===== src/rtl/ram_program_loader_pkg.sv =====
// Shared types and helpers for the program RAM loader: FSM states,
// default widths and the modular checksum accumulate.
package loader_pkg;

  localparam int unsigned ADDR_W_DEF = 4;
  localparam int unsigned DATA_W_DEF = 8;

  typedef enum logic [2:0] {
    ST_IDLE,
    ST_LOAD,
    ST_CSUM,
    ST_DONE,
    ST_ERROR
  } state_t;

  // Running sum mod 2**DATA_W; the image passes when sum + checksum wraps to zero.
  function automatic logic [DATA_W_DEF-1:0] checksum_add(
    input logic [DATA_W_DEF-1:0] a,
    input logic [DATA_W_DEF-1:0] b
  );
    return a + b;
  endfunction

endpackage


===== src/rtl/ram_program_loader.sv =====
// Streams a program image into the program RAM from address 0, verifies a
// trailing checksum byte and only then releases the CPU sequencer.
module ram_program_loader
  import loader_pkg::*;
#(
  parameter int unsigned ADDR_W = ADDR_W_DEF,
  parameter int unsigned DATA_W = DATA_W_DEF
) (
  input  logic              clk,
  input  logic              reset,
  input  logic              start,
  input  logic [DATA_W-1:0] in_data,
  input  logic              in_valid,
  input  logic              in_last,
  output logic              in_ready,
  output logic              ram_we,
  output logic [ADDR_W-1:0] ram_addr,
  output logic [DATA_W-1:0] ram_wdata,
  output logic              cpu_run,
  output logic              done,
  output logic              error
);

  state_t              r_state;
  state_t              w_state_next;
  logic                r_in_ready;
  logic                r_we;
  logic [ADDR_W-1:0]   r_addr;
  logic [DATA_W-1:0]   r_wdata;
  logic                r_cpu_run;
  logic                r_done;
  logic                r_error;
  logic [ADDR_W-1:0]   r_cnt;
  logic [DATA_W-1:0]   r_sum;

  logic                w_accept;
  logic                w_wr;
  logic                w_clear;
  logic [DATA_W-1:0]   w_sum_total;

  assign w_accept    = r_in_ready & in_valid;
  assign w_sum_total = checksum_add(r_sum, in_data);

  always_comb begin
    w_state_next = r_state;
    w_wr         = 1'b0;
    w_clear      = 1'b0;
    unique case (r_state)
      ST_IDLE, ST_DONE, ST_ERROR: begin
        if (start) begin
          w_state_next = ST_LOAD;
          w_clear      = 1'b1;
        end
      end
      ST_LOAD: begin
        if (w_accept) begin
          w_wr = 1'b1;
          // The last RAM slot ends the image even without in_last.
          if (in_last || (r_cnt == '1)) begin
            w_state_next = ST_CSUM;
          end
        end
      end
      ST_CSUM: begin
        if (w_accept) begin
          w_state_next = (w_sum_total == '0) ? ST_DONE : ST_ERROR;
        end
      end
      default: w_state_next = ST_IDLE;
    endcase
  end

  always_ff @(posedge clk or negedge reset) begin
    if (!reset) begin
      r_state    <= ST_IDLE;
      r_in_ready <= 1'b0;
      r_we       <= 1'b0;
      r_addr     <= '0;
      r_wdata    <= '0;
      r_cpu_run  <= 1'b0;
      r_done     <= 1'b0;
      r_error    <= 1'b0;
      r_cnt      <= '0;
      r_sum      <= '0;
    end else begin
      r_state    <= w_state_next;
      // Status outputs are registered decodes of the upcoming state.
      r_in_ready <= (w_state_next == ST_LOAD) || (w_state_next == ST_CSUM);
      r_done     <= (w_state_next == ST_DONE);
      r_cpu_run  <= (w_state_next == ST_DONE);
      r_error    <= (w_state_next == ST_ERROR);
      r_we       <= w_wr;
      if (w_wr) begin
        r_addr  <= r_cnt;
        r_wdata <= in_data;
      end
      if (w_clear) begin
        r_cnt <= '0;
        r_sum <= '0;
      end else if (w_wr) begin
        r_sum <= w_sum_total;
        if (r_cnt != '1) begin
          r_cnt <= r_cnt + ADDR_W'(1);
        end
      end
    end
  end

  assign in_ready  = r_in_ready;
  assign ram_we    = r_we;
  assign ram_addr  = r_addr;
  assign ram_wdata = r_wdata;
  assign cpu_run   = r_cpu_run;
  assign done      = r_done;
  assign error     = r_error;

endmodule


===== config.mk =====
export PLATFORM = sky130hd
export DESIGN_NAME = ram_program_loader
export DESIGN_NICKNAME = d
export VERILOG_FILES = /design/src/rtl/ram_program_loader_pkg.sv /design/src/rtl/ram_program_loader.sv
export SDC_FILE = /design/constraint.sdc
export NUM_CORES = 1
export LEC_CHECK = 0
export CORE_ASPECT_RATIO = 1.5
export CORE_MARGIN = 3
export CORE_UTILIZATION = 51
export DETAILED_ROUTE_END_ITERATION = 7
export PLACE_DENSITY = 0.78
export SKIP_CTS_REPAIR_TIMING = 1
export SLEW_MARGIN = 5
export SYNTH_ARGS = -nofsm -noshare
export SYNTH_HDL_FRONTEND = slang
export SYNTH_SLANG_ARGS = --single-unit

===== constraint.sdc =====
create_clock -name clk -period 2.6 [get_ports clk]
set_clock_uncertainty 0.15 [all_clocks]
set_input_delay 0.39 -clock clk [delete_from_list [all_inputs] [get_ports clk]]
set_output_delay 0.39 -clock clk [all_outputs]
set_load 0.02 [all_outputs]

# ---- Word level (Yosys, flattened, before mapping)
# Cells that the tools add are included.
dict set report totals {
  output_inout_bits 17
  rom_bits 0
  elab_cells 45
  latch_bits 0
  n_memories 0
  ramBits 0
  ff_bits 31
}
dict set report classes {
  bitwise_logic 1
  mul 0
  eq_ne 10
  order_cmp 0
  n_reduce_logical 8
  n_div 0
  n_addsub 2
  shifts 0
  muxes 15
}
# cell count
set op_table {}
lappend op_table {{$mux W8} 2}
lappend op_table {{$mux W3} 5}
lappend op_table {{$eq A3 B2 Y1 const B} 4}
lappend op_table {{$mux W4} 3}
lappend op_table {{$pmux W3 S3} 1}
lappend op_table {{$add A8 B8 Y8} 1}
lappend op_table {{$logic_not A8 Y1} 1}
lappend op_table {{$eq A3 B1 Y1 const B} 2}
lappend op_table {{$eq A3 B3 Y1 const B} 2}
lappend op_table {{$add A4 B1 Y4 const B} 1}
lappend op_table {{$eq A4 B4 Y1 const B} 1}
lappend op_table {{$mux W1} 4}
lappend op_table {{$ne A4 B4 Y1 const B} 1}
lappend op_table {{$reduce_bool A2 Y1} 2}
lappend op_table {{$logic_not A3 Y1} 1}
lappend op_table {{$reduce_or A3 Y1} 1}
lappend op_table {{$logic_or A1 B1 Y1} 2}
lappend op_table {{$reduce_and A2 Y1} 1}
lappend op_table {{$and A1 B1 Y1} 1}

# ---- Depth between registers and ports, before layout
# Gate-level depths: netlist (run 1).
dict set report logic_depth {
  ltp_word 7
  ltp_mapped 8
}

# ---- Worst setup path after synthesis (run 1)
# No wires, ideal clock.
dict set report synth_timing {
  path_kind {input to register}
  from {input in_data[0]}
  to {register r_error, in the netlist error}
  arrival_time_ns 1.987
  setup_time_ns 0.118
  stages 8
  slack_ns 0.345
  path_cell_list {ha_1 -> fa_1 -> a211oi_2 -> o21bai_1 -> a21oi_1 -> xor2_1 -> nand3_2 -> a21o_1}
}
dict set report synth_between {
  elab_chain_cells 6
}
# item line
set synth_lines {}
lappend synth_lines {{from (decl)} ram_program_loader.sv:12} ;# input logic [DATA_W-1:0] in_data,
lappend synth_lines {{$add A8 B8 Y8} ram_program_loader_pkg.sv:21} ;# return a + b;
lappend synth_lines {{$logic_not A8 Y1} ram_program_loader.sv:66} ;# w_state_next = (w_sum_total == '0) ? ST_DONE : ST_ERROR;
lappend synth_lines {{$mux W3} ram_program_loader.sv:66}
lappend synth_lines {{$mux W3} ram_program_loader.sv:65} ;# if (w_accept) begin
lappend synth_lines {{$pmux W3 S3} ram_program_loader.sv:48} ;# unique case (r_state)
lappend synth_lines {{$eq A3 B3 Y1} ram_program_loader.sv:91} ;# r_error <= (w_state_next == ST_ERROR);
lappend synth_lines {{to (signal assigned)} ram_program_loader.sv:91}
lappend synth_lines {{to (decl)} ram_program_loader.sv:32} ;# logic r_error;
# Every way passes these cells.
# A chain may end at the register's enable or synchronous reset.

# ---- Final worst setup path (run 1)
dict set report layout_timing {
  from {input in_data[4]}
  to {register r_state[2]}
}
dict set report layout_between {
  elab_chain_cells 5
}
# item line
set layout_lines {}
lappend layout_lines {{$add A8 B8 Y8} ram_program_loader_pkg.sv:21}
lappend layout_lines {{$logic_not A8 Y1} ram_program_loader.sv:66}
lappend layout_lines {{$mux W3} ram_program_loader.sv:66}
lappend layout_lines {{$mux W3} ram_program_loader.sv:65}
lappend layout_lines {{$pmux W3 S3} ram_program_loader.sv:48}
lappend layout_lines {{via w_state_next[2]} ram_program_loader.sv:25} ;# state_t w_state_next;
lappend layout_lines {{to (signal assigned)} ram_program_loader.sv:86} ;# r_state <= w_state_next;
lappend layout_lines {{to (decl)} ram_program_loader.sv:24} ;# state_t r_state;
# The timed path passes the listed nets, and every way through them passes these cells.

==> metrics.md, run 1 <==
| Metric | Value |
|---|---|
| Post-route setup slack | about 0.13 ns |
| PD cells | 1080 nW/um^2 |
| CTS root buf | clkbuf_8 |
| Met1 Routed Length | approximately 1400 um |
| IO Port Bufs | 29 |
| Fill cell count | approximately 230 |
| Largest net degree at the start of global routing | 32 |
| Hold Fails Final Rpt | 0 |
| Post-synth EDFFs | 0 |
| Area after DPL | 1950 um^2 |
| DRC | 0 |
| Final #Nets | approximately 240 |
| FFs w/ async S/R, synth | 100% |
| CTS tree | built |
| WL met2 | a little under 2000 um |
| Pre-antenna DRT Iters | 4 |
| Synth cell types | 33 |
| Synth warn | 0 |
| CP Class | in -> reg |
| Final setup vio count | 0 |
| Iteration-0 DRC Markers | 33 |
| Share of layout cells above drive strength 1 | about 11% |
| Status | finished, final reports clean |
| Mean number of vias per cell | about 5.5 |
| Placer Congestion | 0.854 |
| Synthesized cell area | 1600 um^2 |
| Die height | 74.6 um |
| CTS Buf Count | 5 |
| Highest routed layer | met4 |
| Setup Total Neg Slack | 0 ns |
| Number of global-route vias before repair | between 1000 and 1500 |
| Rel. slew slack | a little under half |
| Leak pwr | 0.00102 uW |
| Setup crit end kind | register |
| Global-route usage over all layers | 21.4% |
| Max VDD drop | 0.652 mV |
| Met3 Wirelength | roughly 220 um |
| R2R depth | 8 |
| Worst-Margin Slew | slightly below 0.8 ns |
| Hold Path End | ram_wdata[0] |
| Syn Area/Cell | just over 9 um^2 |
| First-pass GRT wire length | about 6100 um |
| Row count | 24 |
| Area growth, synth to finish | 29.6% |
| Hold path cells | 3 |
| Fin area | 2070 um^2 |
| Fmax | approximately 400 MHz |
| Area of the die | 3860 um^2 |
| Final HPWL DP | approximately 2700 um |
| Placed Cells | 244 |
| R2r startpoint | r_sum[0] |
| Synthesized Nets | 198 |
| H-tree level count | 2 |
| Reg2reg end | r_state[2] |
| Max cap viols | 0 |
| Hold Crit Start | in_data[0] |
| Core area | 2940 um^2 |
| Reg clk slew, reported paths | about 0.060 ns |
| RSZ-0062 raised after global routing | no |
| Layout Cells excl Fill | approximately 250 |
| Clk Latency, worst-skew pair | 0.28 ns |
| Setup crit start kind | input pin |
| Post-Syn Instances | 176 |
| Antenna violations before repair | 0 |
| Synth Register Bits | 31 |
| Final Power | between 2000 and 2500 uW |
| CTS Buffer Depth | 2 |
| Reg area | a little under 800 um^2 |
| Initial Util | between 50% and 60% |
| Critical-path maximum fanout | 5 |
| Max-slew violations | 0 |
| Seq/Total Area, Yosys | 48.5% |
| Clock sink count | 31 |
| Wire per inst | between 10 and 15 um |
| Vias | 1392 |
| Routed WL | 3690 um |
| Total grt overflow | 0 |
| Data required, critical path | 2.62 ns |
| Hold crit path type | in -> reg |
| Routed Antenna Nets | 0 |
| Flop2flop setup slack | roughly 0.18 ns |
| Worst Path Arrival | ~2.5 ns |
| Most used DFF post-synth | dfrtp_1 |
| Footprint of the multi-input gates | approximately 800 um^2 |
| Tmin final | approximately 2.5 ns |
| Horiz. Die Dim | 51.7 um |
| Dpl ws | -0.280 ns |
| Crit share post-route | 95.1% |
| Antenna fix cells | 0 |
| Io pins | 30 |
==> registers in the layout (all words and copies together) (netlist names) <==
register	cells
ram_wdata	8
error	1
in_ready	1
r_state	3
r_sum	8
ram_we	1
ram_addr	4
done	1
r_cnt	4
==> worst max path at each step <==
stage	endpoint	slack [ns]	from
after floorplan	error	0.35	in_data[0]
after global placement	error	-0.19	in_data[0]
after detailed placement	r_state[2]	-0.28	in_data[0]
after CTS	r_state[2]	-0.006	in_data[0]
after global routing	r_state[2]	0.01	in_data[4]
final	r_state[2]	0.13	in_data[4]
==> cell usage in the layout, fill, tap and decap left out, types with 6 or more instances in the layout <==
cell | netlist | routed
o21ai_0 | 9 | 9
nand2_1 | 56 | 56
clkdlybuf4s50_1 | 0 | 27
nand3_1 | 9 | 9
buf_4 | 3 | 9
nor2_1 | 10 | 10
ha_1 | 8 | 7
dfrtp_1 | 31 | 31
a21oi_1 | 7 | 6
==> area by class of cell <==
type / instances / share of cell area [%]
clock buffer: 6 / 3.50
inverter: 5 / 0.905
multi-input combinational: 132 / 38.4
sequential: 31 / 37.4
tap: 39 / 2.35
timing repair buffer: 38 / 17.5
==> kinds of logic (layout without fill, tap and decap cells) <==
group / Yosys count / count (layout) / synth area share (%)
compound gates: 29 / 29 / 12.1
xor+xnor: 8 / 8 / 4.38
fa+ha+maj: 9 / 9 / 7.51
buf+inv: 13 / 49 / 3.99
flops: 31 / 31 / 48.5
simple gates: 86 / 86 / 23.5
==> cells in the mapped netlist (all sizes together) (2+ instances only) <==
cell | instances | share of area (%)
a21o | 3 | 1.4
nor4 | 2 | 1.2
clkbuf | 2 | 0.47
xnor2 | 3 | 1.6
nand2 | 56 | 13
a21oi | 7 | 2.2
nor2 | 10 | 2.3
ha | 8 | 6.3
xor2 | 5 | 2.7
nand3 | 10 | 3.4
o21ai | 11 | 3.4
nand4 | 2 | 0.78
buf | 6 | 2.3
or3 | 2 | 0.78
a211oi | 2 | 1.6
inv | 5 | 1.2
dfrtp | 31 | 48
==> power by group <==
group	internal [uW]	leakage, uW	switching [uW]
clock	178	0.0000371	155
combinational	494	0.000583	631
sequential	653	0.000404	138
total	1320	0.00102	923
==> per-stage QoR <==
step                      hold WS, ns  util [%]
after floorplan               -0.0556         -
after global placement          0.306      66.4
after detailed placement        0.313      66.4
after CTS                       0.326      68.9
after global routing            0.303      70.5
final                           0.292      70.5
==> layer usage <==
metal,GRT usage (%),up-vias
li1,-,662
met1,23.4,674
met2,36.7,44
met3,7.01,12
met4,10.8,0
met5,0,-
==> worst max-delay path: stages <==
cell,delay [ns]
clkdlybuf4s50_1,0.45
ha_1,0.37
nand2_1,0.13
o31ai_4,0.30
xor2_1,0.14
nor4_2,0.32
nand3_2,0.17
a21o_1,0.22
Note: power is estimated with default switching activity, not from simulation.
==> run 2: changes to the inputs <==
- REMOVE_ABC_BUFFERS: not set -> 1
==> metrics.md, run 2 (same netlist as run 1, synthesis figures left out) <==
| Metric | Value |
|---|---|
| Status | finished, final reports clean (unchanged) |
| Crit share post-route | 96.0% (was 95.1%) |
| IO Port Bufs | 29 (unchanged) |
| Initial Util | 54.4% (unchanged) |
| Rel. slew slack | 46.8% (was 47.1%) |
| Global-route usage over all layers | 20.2% (was 21.4%) |
| Placed Cells | 242 (was 244) |
| Pre-antenna DRT Iters | 4 (unchanged) |
| Placer Congestion | 0.869 (was 0.854) |
| CP Class | in -> reg (unchanged) |
| Most frequent cells in the layout | 56 x nand2_1, 31 x dfrtp_1, 29 x clkdlybuf4s50_1, 10 x nor2_1 (was 56 x nand2_1, 31 x dfrtp_1, 27 x clkdlybuf4s50_1, 10 x nor2_1) |
| Area of the die | 3860 um^2 (unchanged) |
| Final Power | 2300 uW (was 2250 uW) |
| Largest net degree at the start of global routing | 32 (unchanged) |
| CTS Buf Count | 5 (unchanged) |
| Row count | 24 (unchanged) |
| Max VDD drop | 0.689 mV (was 0.652 mV) |
| Sw Pwr | 889 uW (was 923 uW) |
| Clock sink count | 31 (unchanged) |
| Combinational group share of total power | 45.3% (was 50.0%) |
| Reg clk slew, reported paths | 0.06 ns (about the same) |
| Hold crit path type | reg -> reg (was in -> reg) |
| Routed Antenna Nets | 0 (unchanged) |
| Hold Fails Final Rpt | 0 (unchanged) |
| Post-route setup slack | 0.103 ns (was 0.127 ns) |
| Clock share of power | 20.7% (was 14.8%) |
| Dpl ws | -0.242 ns (was -0.280 ns) |
| Sequential share of power | 34.0% (was 35.2%) |
| H-tree level count | 2 (unchanged) |
| PD cells | 1120 nW/um^2 (was 1080 nW/um^2) |
| Critical-path maximum fanout | 5 (unchanged) |
| First-pass GRT wire length | 5810 um (was 6060 um) |
| Mean number of vias per cell | 5.36 (was 5.55) |
| Horiz. Die Dim | 51.7 um (unchanged) |
| Data required, critical path | 2.61 ns (was 2.62 ns) |
| CTS root buf | clkbuf_8 (unchanged) |
| Final setup vio count | 0 (unchanged) |
| Leak pwr | 0.00101 uW (was 0.00102 uW) |
| Total grt overflow | 0 (unchanged) |
| Fmax | 400 MHz (was 404 MHz) |
| Area growth, synth to finish | 28.9% (was 29.6%) |
| Share of layout cells above drive strength 1 | 10.9% (was 11.3%) |
| Vias | 1339 (was 1392) |
| Layout Cells excl Fill | 250 (was 251) |
| Die height | 74.6 um (unchanged) |
| DRC | 0 (unchanged) |
| Wire per inst | 13.6 um (was 14.7 um) |
| CTS Buffer Depth | 2 (unchanged) |
| Antenna fix cells | 0 (unchanged) |
| Max cap viols | 0 (unchanged) |
| P_int | 1410 uW (was 1320 uW) |
| Worst-Margin Slew | 0.790 ns (was 0.785 ns) |
| CTS tree | built (unchanged) |
| Sw Share | 38.6% (was 41.1%) |
| Tmin final | 2.50 ns (was 2.47 ns) |
| Core area | 2940 um^2 (unchanged) |
| Clk Latency, worst-skew pair | 0.27 ns (was 0.28 ns) |
| Iteration-0 DRC Markers | 58 (was 33) |
| Setup Total Neg Slack | 0 ns (unchanged) |
| Final #Nets | 232 (was 235) |
| RSZ-0062 raised after global routing | no (unchanged) |
| Number of global-route vias before repair | 1361 (was 1375) |
| Setup crit end kind | register (unchanged) |
| Setup crit start kind | input pin (unchanged) |
| Io pins | 30 (unchanged) |
| Max-slew violations | 0 (unchanged) |
| Most common cell after layout, fill and taps aside | nand2_1 (unchanged) |
| Final HPWL DP | 2580 um (was 2690 um) |
| Routed WL | 3400 um (was 3690 um) |
| Antenna violations before repair | 0 (unchanged) |
| Worst Path Arrival | 2.51 ns (was 2.49 ns) |
## run 2: path summary, 6_finish.rpt
kind	start	endpoint	slack (ns)	cells after the start
setup / recovery	in_data[0]	r_state[2]	0.10	9
hold / removal	ram_wdata[2]	ram_wdata[2]	0.32	2
setup reg to reg	r_sum[0]	r_state[2]	0.29	8
hold reg to reg	ram_wdata[2]	ram_wdata[2]	0.32	2
max in group asynchronous	reset	ram_wdata[4]	1.66	2
min in group asynchronous	reset	ram_addr[3]	0.35	2
## run 2: metrics by stage
| stage | cell area (um^2) | hold WS (ns) | util, % |
|---|---|---|---|
| after global placement | 1940 | 0.307 | 65.9 |
| after floorplan | 1560 | -0.0556 | - |
| after detailed placement | 1940 | 0.316 | 65.9 |
| after CTS | 2060 | 0.331 | 69.9 |
| final | 2060 | 0.322 | 70.1 |
| after global routing | 2060 | 0.346 | 70.1 |
## run 2: per-layer routing
metal	GRT usage (%)	vias to the layer above	share of wire, %
met2	37.3	28	54
met5	0	-	0
met3	4.61	6	4.4
li1	-	659	-
met1	21.9	646	40
met4	8.16	0	1.5
## run 2: power groups by stage
stage / registers [uW] / clock network, uW / logic (uW)
2_1_floorplan: 880 / 0 / 535
3_3_place_gp: 777 / 0 / 997
3_5_place_dp: 791 / 0 / 1030
4_1_cts: 784 / 487 / 1050
5_1_grt: 807 / 507 / 1160
6_report: 784 / 477 / 1040
## run 2: cell type report
type / instances / area (um^2)
Fill cell: 252 / 881
Sequential cell: 31 / 776
Multi-Input combinational cell: 132 / 766
Timing Repair Buffer: 35 / 335
Clock buffer: 6 / 82.6
Tap cell: 39 / 48.8
Clock inverter: 2 / 35.0
Inverter: 5 / 18.8
## run 2: worst max-delay path, stage by stage
cell	delay [ns]
clkdlybuf4s50_1	0.44
ha_2	0.21
fa_2	0.36
a211oi_2	0.26
o21bai_1	0.10
a21oi_1	0.17
xor2_1	0.22
nand3_2	0.16
a21o_1	0.19
==> run 3: changes to the inputs <==
- SETUP_SLACK_MARGIN: not set -> 0.2
==> metrics.md, run 3 (same netlist as run 1, synthesis figures left out) <==
| Metric | Value |
|---|---|
| Status | finished, final reports clean (unchanged) |
| Number of global-route vias before repair | 1361 (unchanged) |
| Tmin final | 2.34 ns (was 2.50 ns) |
| Routed WL | 3710 um (was 3400 um) |
| Worst hold slack | 0.270 ns (was 0.322 ns) |
| Fmax | 428 MHz (was 400 MHz) |
| Area of the die | 3860 um^2 (unchanged) |
| PD cells | 1130 nW/um^2 (was 1120 nW/um^2) |
| Area after DPL | 1940 um^2 (unchanged) |
| Row count | 24 (unchanged) |
| DRC | 0 (unchanged) |
| Iteration-0 DRC Markers | 46 (was 58) |
| Setup crit end kind | register (unchanged) |
| IO Port Bufs | 29 (unchanged) |
| Hold path cells | 3 (was 2) |
| Most common cell after layout, fill and taps aside | nand2_1 (unchanged) |
| Share of layout cells above drive strength 1 | 14.6% (was 10.9%) |
| Global-route usage over all layers | 20.2% (unchanged) |
| First-pass GRT wire length | 5810 um (unchanged) |
| RSZ-0062 raised after global routing | yes (was no) |
| Worst Path Arrival | 2.35 ns (was 2.51 ns) |
| CTS Buffer Depth | 2 (unchanged) |
| Setup crit start kind | register (was input pin) |
| Io pins | 30 (unchanged) |
| Rel. slew slack | 49.3% (was 46.8%) |
| Max-slew violations | 0 (unchanged) |
| Hold Fails Final Rpt | 0 (unchanged) |
| Crit share post-route | 89.9% (was 96.0%) |
| CTS Buf Count | 5 (unchanged) |
| CP Class | reg -> reg (was in -> reg) |
| Antenna fix cells | 0 (unchanged) |
| Placer Congestion | 0.869 (unchanged) |
| Horiz. Die Dim | 51.7 um (unchanged) |
| Final #Nets | 234 (was 232) |
| Placed Cells | 242 (unchanged) |
| CTS root buf | clkbuf_8 (unchanged) |
| Wire per inst | 14.7 um (was 13.6 um) |
| Worst-Margin Slew | 0.753 ns (was 0.790 ns) |
| Max cap viols | 0 (unchanged) |
| Final HPWL DP | 2580 um (unchanged) |
| Clk Latency, worst-skew pair | 0.27 ns (about the same) |
| Fill cell count | 234 (was 252) |
| H-tree level count | 2 (unchanged) |
| CTS tree | built (unchanged) |
| Vias | 1358 (was 1339) |
| Data required, critical path | 2.61 ns (about the same) |
| Area growth, synth to finish | 34.5% (was 28.9%) |
| Hold crit path type | in -> reg (was reg -> reg) |
| Total grt overflow | 0 (unchanged) |
| R2R depth | 8 (unchanged) |
| Core area | 2940 um^2 (unchanged) |
| Leak pwr | 0.00105 uW (was 0.00101 uW) |
| Critical-path maximum fanout | 5 (unchanged) |
| Antenna violations before repair | 0 (unchanged) |
| Clock sink count | 31 (unchanged) |
| Final setup vio count | 0 (unchanged) |
| Largest net degree at the start of global routing | 32 (unchanged) |
| Initial Util | 54.4% (unchanged) |
| Reg clk slew, reported paths | 0.06 ns (about the same) |
| Max VDD drop | 0.689 mV (about the same) |
| Die height | 74.6 um (unchanged) |
| Fin area | 2150 um^2 (was 2060 um^2) |
| Most frequent cells in the layout | 56 x nand2_1, 31 x dfrtp_1, 26 x clkdlybuf4s50_1 (was 56 x nand2_1, 31 x dfrtp_1, 29 x clkdlybuf4s50_1, 10 x nor2_1) |
| Layout Cells excl Fill | 252 (was 250) |
| Mean number of vias per cell | 5.39 (was 5.36) |
| Pre-antenna DRT Iters | 4 (unchanged) |
| Post-layout util | 73.1% (was 70.1%) |
| Routed Antenna Nets | 0 (unchanged) |
[run 3: metrics by stage]
step | setup WS, ns | total power, uW | setup TNS, ns
after floorplan | 0.345 | 1410 | 0
after global routing | 0.163 | 2590 | 0
after global placement | -0.173 | 1770 | -0.673
final | 0.263 | 2420 | 0
after detailed placement | -0.242 | 1830 | -1.10
after CTS | 0.0411 | 2320 | 0
[run 3: worst max-delay path: stages, from the launching register on]
cell	delay [ns]
dfrtp_1	0.39
ha_2	0.21
fa_2	0.39
a211oi_2	0.26
o21bai_1	0.10
a21oi_1	0.16
xor2_1	0.22
nand3_2	0.15
a21o_1	0.21
[run 3: area by class of cell]
class	instances	area, um^2	share of cell area (%)
Clock buffer	6	82.6	3.84
Clock inverter	2	35.0	1.63
Inverter	5	18.8	0.872
Multi-Input combinational cell	132	833	38.7
Sequential cell	31	776	36.0
Tap cell	39	48.8	2.27
Timing Repair Buffer	37	358	16.6
[run 3: where the power goes]
group	internal (uW)	switching, uW
combinational	515	637
sequential	653	140
clock	310	169
total	1480	946
[run 3: per-layer routing]
layer | GRT usage (%) | part of all wire, % | up-vias
li1 | - | - | 664
met1 | 21.9 | 41 | 654
met2 | 37.3 | 54 | 34
met3 | 4.61 | 3.8 | 6
met4 | 8.16 | 1.4 | 0
met5 | 0 | 0 | -
[run 3: final timing paths]
check | slack, ns | startpoint | endpoint
worst min register to register | 0.33 | ram_addr[2] | ram_addr[2]
worst max-delay path | 0.26 | r_sum[0] | r_state[2]
max in group asynchronous | 1.66 | reset | r_sum[2]
min in group asynchronous | 0.35 | reset | ram_addr[3]
worst max register to register | 0.26 | r_sum[0] | r_state[2]
worst min-delay path | 0.27 | in_data[0] | ram_wdata[0]
